File: src/rtl/wide_alu_seq.sv
`default_nettype none
// ============================================================================
// Module   : wide_alu_seq (+ wide_alu_seq_alu limb alu)
// Brief    : Multi-cycle WIDTH*LIMBS-bit ALU built on one WIDTH-bit alu,
//            one limb per clock, LSB limb first, carry/borrow chained.
// Revision : 1.0 - initial release
// ============================================================================

module wide_alu_seq_alu #(
    parameter int WIDTH = 8
) (
    input  logic [2:0]       op,
    input  logic [WIDTH-1:0] in_a,
    input  logic [WIDTH-1:0] in_b,
    input  logic             ci,
    output logic [WIDTH-1:0] result,
    output logic             co,
    output logic             ov
);
    localparam logic [2:0] C_OP_NOP = 3'b000;
    localparam logic [2:0] C_OP_LD  = 3'b001;
    localparam logic [2:0] C_OP_ADD = 3'b010;
    localparam logic [2:0] C_OP_SUB = 3'b011;
    localparam logic [2:0] C_OP_NOT = 3'b100;
    localparam logic [2:0] C_OP_AND = 3'b101;
    localparam logic [2:0] C_OP_OR  = 3'b110;
    localparam logic [2:0] C_OP_XOR = 3'b111;

    logic [WIDTH:0] w_sum;
    logic [WIDTH:0] w_diff;

    assign w_sum  = {1'b0, in_a} + {1'b0, in_b} + {{WIDTH{1'b0}}, ci};
    // Bit WIDTH of the difference is the unsigned borrow out.
    assign w_diff = {1'b0, in_a} - {1'b0, in_b} - {{WIDTH{1'b0}}, ci};

    always_comb begin
        result = '0;
        co     = 1'b0;
        ov     = 1'b0;
        case (op)
            C_OP_NOP, C_OP_LD: result = in_b;
            C_OP_ADD: begin
                result = w_sum[WIDTH-1:0];
                co     = w_sum[WIDTH];
                ov     = (in_a[WIDTH-1] == in_b[WIDTH-1]) &&
                         (w_sum[WIDTH-1] != in_a[WIDTH-1]);
            end
            C_OP_SUB: begin
                result = w_diff[WIDTH-1:0];
                co     = w_diff[WIDTH];
                ov     = (in_a[WIDTH-1] != in_b[WIDTH-1]) &&
                         (w_diff[WIDTH-1] != in_a[WIDTH-1]);
            end
            C_OP_NOT: result = ~in_a;
            C_OP_AND: result = in_a & in_b;
            C_OP_OR:  result = in_a | in_b;
            C_OP_XOR: result = in_a ^ in_b;
            default:  result = '0;
        endcase
    end
endmodule

module wide_alu_seq #(
    parameter int WIDTH = 8,
    parameter int LIMBS = 4
) (
    input  logic                   clk,
    input  logic                   rst_n,
    input  logic                   req_valid,
    output logic                   req_ready,
    input  logic [2:0]             req_op,
    input  logic [WIDTH*LIMBS-1:0] req_a,
    input  logic [WIDTH*LIMBS-1:0] req_b,
    input  logic                   req_ci,
    output logic                   rsp_valid,
    input  logic                   rsp_ready,
    output logic [WIDTH*LIMBS-1:0] rsp_result,
    output logic                   rsp_co,
    output logic                   rsp_ov,
    output logic                   rsp_zero
);
    localparam int IDXW = (LIMBS > 1) ? $clog2(LIMBS) : 1;
    localparam logic [IDXW-1:0] C_LAST = IDXW'(LIMBS - 1);

    typedef enum logic [1:0] {
        ST_IDLE = 2'd0,
        ST_RUN  = 2'd1,
        ST_DONE = 2'd2
    } state_t;

    state_t                        r_state;
    logic [IDXW-1:0]               r_idx;
    logic                          r_carry;
    logic [2:0]                    r_op;
    logic [LIMBS-1:0][WIDTH-1:0]   r_a;
    logic [LIMBS-1:0][WIDTH-1:0]   r_b;
    logic [LIMBS-1:0][WIDTH-1:0]   r_result;
    logic                          r_co;
    logic                          r_ov;

    logic [WIDTH-1:0]              w_alu_result;
    logic                          w_alu_co;
    logic                          w_alu_ov;

    wide_alu_seq_alu #(
        .WIDTH (WIDTH)
    ) u_alu (
        .op     (r_op),
        .in_a   (r_a[r_idx]),
        .in_b   (r_b[r_idx]),
        .ci     (r_carry),
        .result (w_alu_result),
        .co     (w_alu_co),
        .ov     (w_alu_ov)
    );

    // req_ready must read 0 while reset is held, even though the state is IDLE.
    assign req_ready  = rst_n && (r_state == ST_IDLE);
    assign rsp_valid  = (r_state == ST_DONE);
    assign rsp_result = r_result;
    assign rsp_co     = r_co;
    assign rsp_ov     = r_ov;
    assign rsp_zero   = (r_result == '0);

    always_ff @(posedge clk or negedge rst_n) begin
        if (!rst_n) begin
            r_state  <= ST_IDLE;
            r_idx    <= '0;
            r_carry  <= 1'b0;
            r_op     <= '0;
            r_a      <= '0;
            r_b      <= '0;
            r_result <= '0;
            r_co     <= 1'b0;
            r_ov     <= 1'b0;
        end else begin
            case (r_state)
                ST_IDLE: begin
                    if (req_valid) begin
                        r_op    <= req_op;
                        r_a     <= req_a;
                        r_b     <= req_b;
                        r_carry <= req_ci;
                        r_idx   <= '0;
                        r_state <= ST_RUN;
                    end
                end
                ST_RUN: begin
                    r_result[r_idx] <= w_alu_result;
                    r_carry         <= w_alu_co;
                    // Only the top limb's flags describe the full-width op.
                    if (r_idx == C_LAST) begin
                        r_co    <= w_alu_co;
                        r_ov    <= w_alu_ov;
                        r_idx   <= '0;
                        r_state <= ST_DONE;
                    end else begin
                        r_idx <= r_idx + 1'b1;
                    end
                end
                ST_DONE: begin
                    if (rsp_ready) begin
                        r_state <= ST_IDLE;
                    end
                end
                default: r_state <= ST_IDLE;
            endcase
        end
    end
endmodule
`default_nettype wire
File: config.mk
export PLATFORM = sky130hd
export DESIGN_NAME = wide_alu_seq
export DESIGN_NICKNAME = d
export VERILOG_FILES = /design/src/rtl/wide_alu_seq.sv
export SDC_FILE = /design/constraint.sdc
export NUM_CORES = 1
export LEC_CHECK = 0
export CAP_MARGIN = 10
export CORE_ASPECT_RATIO = 1.25
export CORE_UTILIZATION = 30
export CTS_BUF_LIST = sky130_fd_sc_hd__clkbuf_2
export CTS_CLUSTER_DIAMETER = 40
export DETAILED_ROUTE_END_ITERATION = 8
export PLACE_DENSITY_LB_ADDON = 0.12
export SKIP_CTS_REPAIR_TIMING = 1
export SYNTH_ARGS = -nofsm -noshare
export SYNTH_HDL_FRONTEND = slang
export SYNTH_SLANG_ARGS = --single-unit
File: constraint.sdc
create_clock -name clk -period 4.03 [get_ports clk]
set_input_delay 1.0075 -clock clk [delete_from_list [all_inputs] [get_ports clk]]
set_output_delay 1.0075 -clock clk [all_outputs]
set_load 0.01 [all_outputs]
After elaboration in Yosys (flattened, before gate mapping)
Index checks and enable logic that the tools add are counted.
{ "op_classes": {"add_sub_neg": 5, "magnitude_cmp": 2, "eq_ne": 17, "muxes": 19, "n_bitwise": 4, "n_reduce_logical": 13} }
{ "ops": {"columns": ["op", "n"], "rows": [
  ["$pmux 8 s7", 1],
  ["$bmux 8 s2", 2],
  ["$bwmux 32", 1],
  ["$logic_not 32->1", 1],
  ["$mux 8", 3],
  ["$demux 8 s2", 1],
  ["$eq 3x3->1 const B", 4],
  ["$mux 2", 5],
  ["$add 8x8->9", 1],
  ["$add 9x1->9", 1],
  ["$sub 8x8->9", 1],
  ["$sub 9x1->9", 1],
  ["$and 8x8->8", 1],
  ["$not 8->8", 1],
  ["$or 8x8->8", 1],
  ["$xor 8x8->8", 1],
  ["$eq 3x2->1 const B", 2],
  ["$pmux 1 s2", 3],
  ["$pmux 2 s3", 1],
  ["$reduce_and 2->1", 3],
  ["$eq 2x2->1 const B", 2],
  ["$logic_and 1x1->1", 4],
  ["$ne 2x2->1 const B", 2],
  ["$pmux 2 s2", 1],
  ["14 further kinds", 16]
]} }
{ "word_totals": {"reg_bits": 106, "in_bits": 72, "output_inout_bits": 37, "elab_cells": 78} }

Logic depth before layout (Yosys ltp)
{ "depth": {"word_depth": 7, "ltp_mapped": 13, "ltp_nobuf": 12} }

By module
A second synthesis with hierarchy kept.
{ "unflattened": {"cells_unflattened": 640, "area_unflattened_um2": 6123.4} }
{ "by_module_without_submodules": {"columns": ["module", "n_inst", "cells_per_inst", "area_each_um2", "seq_area_each_um2"], "rows": [
  ["wide_alu_seq", 1, 415, 4549.4, 2652.5],
  ["wide_alu_seq_alu", 1, 225, 1574.0, 0.0]
]} }

Least setup slack after synthesis
Ideal clock, no wire load.
{ "synth_timing": {"path_type": "register -> register", "start": "reg r_idx[0]", "end": "reg r_result (netlist bit rsp_result[14])", "setup_time_ns": 0.140, "t_arrival_ns": 3.150, "required_time_ns": 3.890, "path_slack_ns": 0.740, "path_stages_with_launch": 13, "path_buffers": 2, "period_less_slack_ns": 3.290, "cell_sequence": "dfrtp_1 buf_6 buf_2 mux4_2 inv_1 ha_1 ha_1 o21ai_0 a21oi_1 nor2_1 xnor2_1 a221oi_1 o21ai_0"} }
{ "synth_via": {"elab_chain_cells": 6, "word_cells_on_any_way": 19, "cone_classes": "4 x add/sub; 2 x order compare; 8 x mux; 4 x bitwise; 1 x reduce/logical"} }
{ "synth_lines": {"columns": ["element", "line_no", "rtl"], "rows": [
  ["from (decl)", "92", "logic [IDXW-1:0] r_idx;"],
  ["from (signal assigned)", "158", "r_idx <= r_idx + 1'b1;"],
  ["$bmux 8 s2, on equally long branches", "109, 110", null],
  ["$mux 8, on equally long branches", "109, 110", null],
  ["$sub 8x8->9 or $add 8x8->9 (tied branches)", "34, 32", null],
  ["$sub 9x1->9 or $add 9x1->9 (tied branches)", "34, 32", null],
  ["$pmux 8 s7", "40", "case (op)"],
  ["$bwmux 32 *", "149", "r_result[r_idx] <= w_alu_result;"],
  ["to (signal, indexed assignment)", "149", null],
  ["to (decl)", "97", "logic [LIMBS-1:0][WIDTH-1:0] r_result;"]
]} }
Mark *: on every way between the ends. The rest lies on a longest branch, timed or not. The select of a mux whose other input is x is not followed.
A chain may end at the register's enable or synchronous reset.

Final worst setup path
{ "layout_timing": {"start": "reg r_idx[0]", "end": "reg r_ov, in the netlist rsp_ov"} }
{ "layout_via": {"elab_chain_cells": 7, "word_cells_on_any_way": 17, "cone_classes": "4 x add/sub; 5 x eq/ne; 5 x mux; 3 x reduce/logical"} }
{ "layout_lines": {"columns": ["element", "line_no", "rtl"], "rows": [
  ["$bmux 8 s2, on equally long branches", "109, 110", null],
  ["$mux 8, on equally long branches", "109, 110", null],
  ["$sub 8x8->9 or $add 8x8->9 (tied branches)", "34, 32", null],
  ["$sub 9x1->9 or $add 9x1->9 (tied branches)", "34, 32", null],
  ["$ne 1x1->1, on equally long branches", "52, 46", null],
  ["$logic_and 1x1->1, on equally long branches", "51, 45", null],
  ["$pmux 1 s2", "40", null],
  ["to (signal assigned)", "154", "r_ov <= w_alu_ov;"],
  ["to (decl)", "99", "logic r_ov;"]
]} }
Parallel ways exist; a longest one is shown, timed or not. The select of a mux whose other input is x is not followed.

==> flow_summary.ini <==
[timing]
rsz0062_at_grt = no
period_share_pct = 90.02
setup_violations = 0
finalHoldViolations = 0
tns_ns = 0
skew_ns = 0.03161
fmax_mhz = 275.7
slew_violations = 0
worst_slew_pin_slew_ns = 0.9269
fin_crit_ns = 3.628
maxSlewHeadroom_pct = 38.21

[flow_run]
cap_viol_max_count = 0

[critical_path]
crit_path_start = r_idx[0]$_DFFE_PN0P_
critPathRequiredTime_ns = 4.60
critical_path_class = flop to flop
start_kind = flop
cp_slowest_cell = mux4_2
slowest_delay_ns = 0.61
cp_max_fo = 10
setup.worst_path.end_class = flop
critPathArrivalTime_ns = 4.20
r2r_start = r_idx[0]$_DFFE_PN0P_
path_cells = buf_4 -> mux4_2 -> inv_1 -> ha_1 -> o21ai_0 -> nor2_1 -> o221ai_1 -> nand3_1 -> or4b_1 -> a41oi_1

[die]
die_x_microns = 127.7
die_h_microns = 159.1
core_sq_um = 19400
io_pins = 109
rows = 57
die_area_sq_um = 20310
start_util_pct = 30.53

[layout]
post-route-util_pct = 38.53
drive_above_1_share_pct = 18.27
fin_area_sq_um = 7473
area_growth_pct = 26.20
fin_nets = 738
nFillCells = 1976

[logic_synthesis]
synth_area_leaders = dfrtp_1 45%, mux2_2 13%, ha_1 6.8%
synth-seq-cells = 106
synthArstFlopShare_pct = 100.0
synth_top_cell_by_area = dfrtp_1
synthesis.nets = 631
synth_edf_count = 0
ys_seq_area_share_pct = 44.79
syn_area_sq_um = 5922
synth.avg_cell_area_sq_um = 11.32
synthFlopType = dfrtp_1
yosys_warnings = 0
netlist_instances = 523
synth_top_area_share_pct = 44.79
synthDistinctLibCells = 51

[grt]
antenna_found_initial = 1
gr-total-overflow = 0
grt_pass1_vias = 4633
grt_pass1_wl_microns = 25340
grt_max_degree = 74
grt_usage_pct = 16.48

[clock_network]
tritoncts = done
htree_levels = 3
clockRootBuffer = clkbuf_2
clk_pin_slew_ns = 0.31
clock_sinks = 106
clk_path_buf_depth = 2
clk_latency_ns = 0.63
cts_made_buffers = 9

[placement]
portBuffers = 108
hpwl_microns = 12520
dpl-instance-area_sq_um = 7337
gp_congestion = 0.8739

[route]
remaining_drc_errors = 0
via_per_inst = 4.893
routed_wirelength_microns = 15850
avgRoutedWirePerCell_microns = 17.60
drtIter0Drc = 178
vias = 4409
ant_nets = 0
drt_pass1_iterations = 6

[hold_path]
hp-class = primary input to async pin

[outcome]
status = complete, no violations
## cell usage after synthesis, types with 5 or more instances
library cell,number
nor2_1,20
xnor2_1,8
ha_1,32
nand3_1,11
clkbuf_1,17
inv_1,35
a21oi_1,21
nand2b_1,6
a211oi_1,5
nand2_1,47
mux4_1,7
dfrtp_1,106
nor4_1,8
mux2_2,67
mux4_2,11
o21ai_0,47
o31ai_1,11
## metrics by stage
stage	cells	setup slack, ns	hold slack (ns)
2_1_floorplan	523	0.7397	0.4720
3_3_place_gp	884	0.4157	0.4838
3_5_place_dp	884	0.2734	0.4914
4_1_cts	900	0.2003	0.3210
5_1_grt	901	0.07229	0.3325
6_report	901	0.4023	0.3552
## worst max-delay path: cells and delay by family, from the launching register on
family | cells | cell delay [ns]
multiplexers | 1 | 0.61
AND/OR/NAND/NOR | 3 | 1.01
flip-flops | 1 | 0.58
buffers and inverters | 2 | 0.36
AO/OA/AOI/OAI | 3 | 0.69
adder cells (fa/ha/maj) | 1 | 0.33
## cells in the final DEF (no fill, tap or decap), drive strengths merged, types with 18 or more instances in the layout
cell type      netlist  final
o21ai               47     47
a21oi               21     21
nand2               47     47
inv                 35     37
dfrtp              106    106
mux4                18     18
ha                  32     32
clkdlybuf4s50        0    107
mux2                67     67
nor2                20     20
## worst paths after layout
| kind | slack [ns] | to | cells after the start |
|---|---|---|---|
| max reg2reg | 0.40 | rsp_ov$_DFFE_PN0P_ | 10 |
| max in group asynchronous | 2.36 | r_idx[0]$_DFFE_PN0P_ | 3 |
| max | 0.40 | rsp_ov$_DFFE_PN0P_ | 10 |
| min in group clk | 0.54 | rsp_result[9]$_DFFE_PN0P_ | 2 |
| min | 0.36 | rsp_result[19]$_DFFE_PN0P_ | 2 |
| min reg2reg | 0.54 | rsp_result[9]$_DFFE_PN0P_ | 2 |
## cell type report
cell class / count / area, sq um / area share (%)
antenna: 1 / 2.502 / 0.03348
clock buffer: 9 / 45.04 / 0.6027
clock inverter: 7 / 87.58 / 1.172
inverter: 36 / 135.1 / 1.808
multi-input combinational: 357 / 3037 / 40.63
sequential: 106 / 2654 / 35.51
tap: 265 / 331.6 / 4.437
timing repair buffer: 120 / 1181 / 15.80
## routing by layer
metal | vias to the layer above | wire, microns | track usage, %
li1 | 2095 | - | -
met1 | 2189 | 6524 | 19.47
met2 | 102 | 8438 | 29.56
met3 | 23 | 471 | 2.285
met4 | 0 | 418 | 7.166
met5 | - | 0 | 0
## registers in the layout, summed over array words and instances, names as in the netlist
register    cells
r_b            32
r_carry         1
r_state         2
r_op            3
rsp_result     32
rsp_co          1
r_idx           2
r_a            32
rsp_ov          1
## cells by family after synthesis
family | synth area share, %
simple gates | 8.705
xor+xnor | 1.479
compound gates | 12.19
buf+inv | 4.014
fa+ha+maj | 8.113
mux | 20.71
flops | 44.79
Power is not shown: default switching activity piles up to over one toggle a cycle in this logic, so the estimate is an artifact.
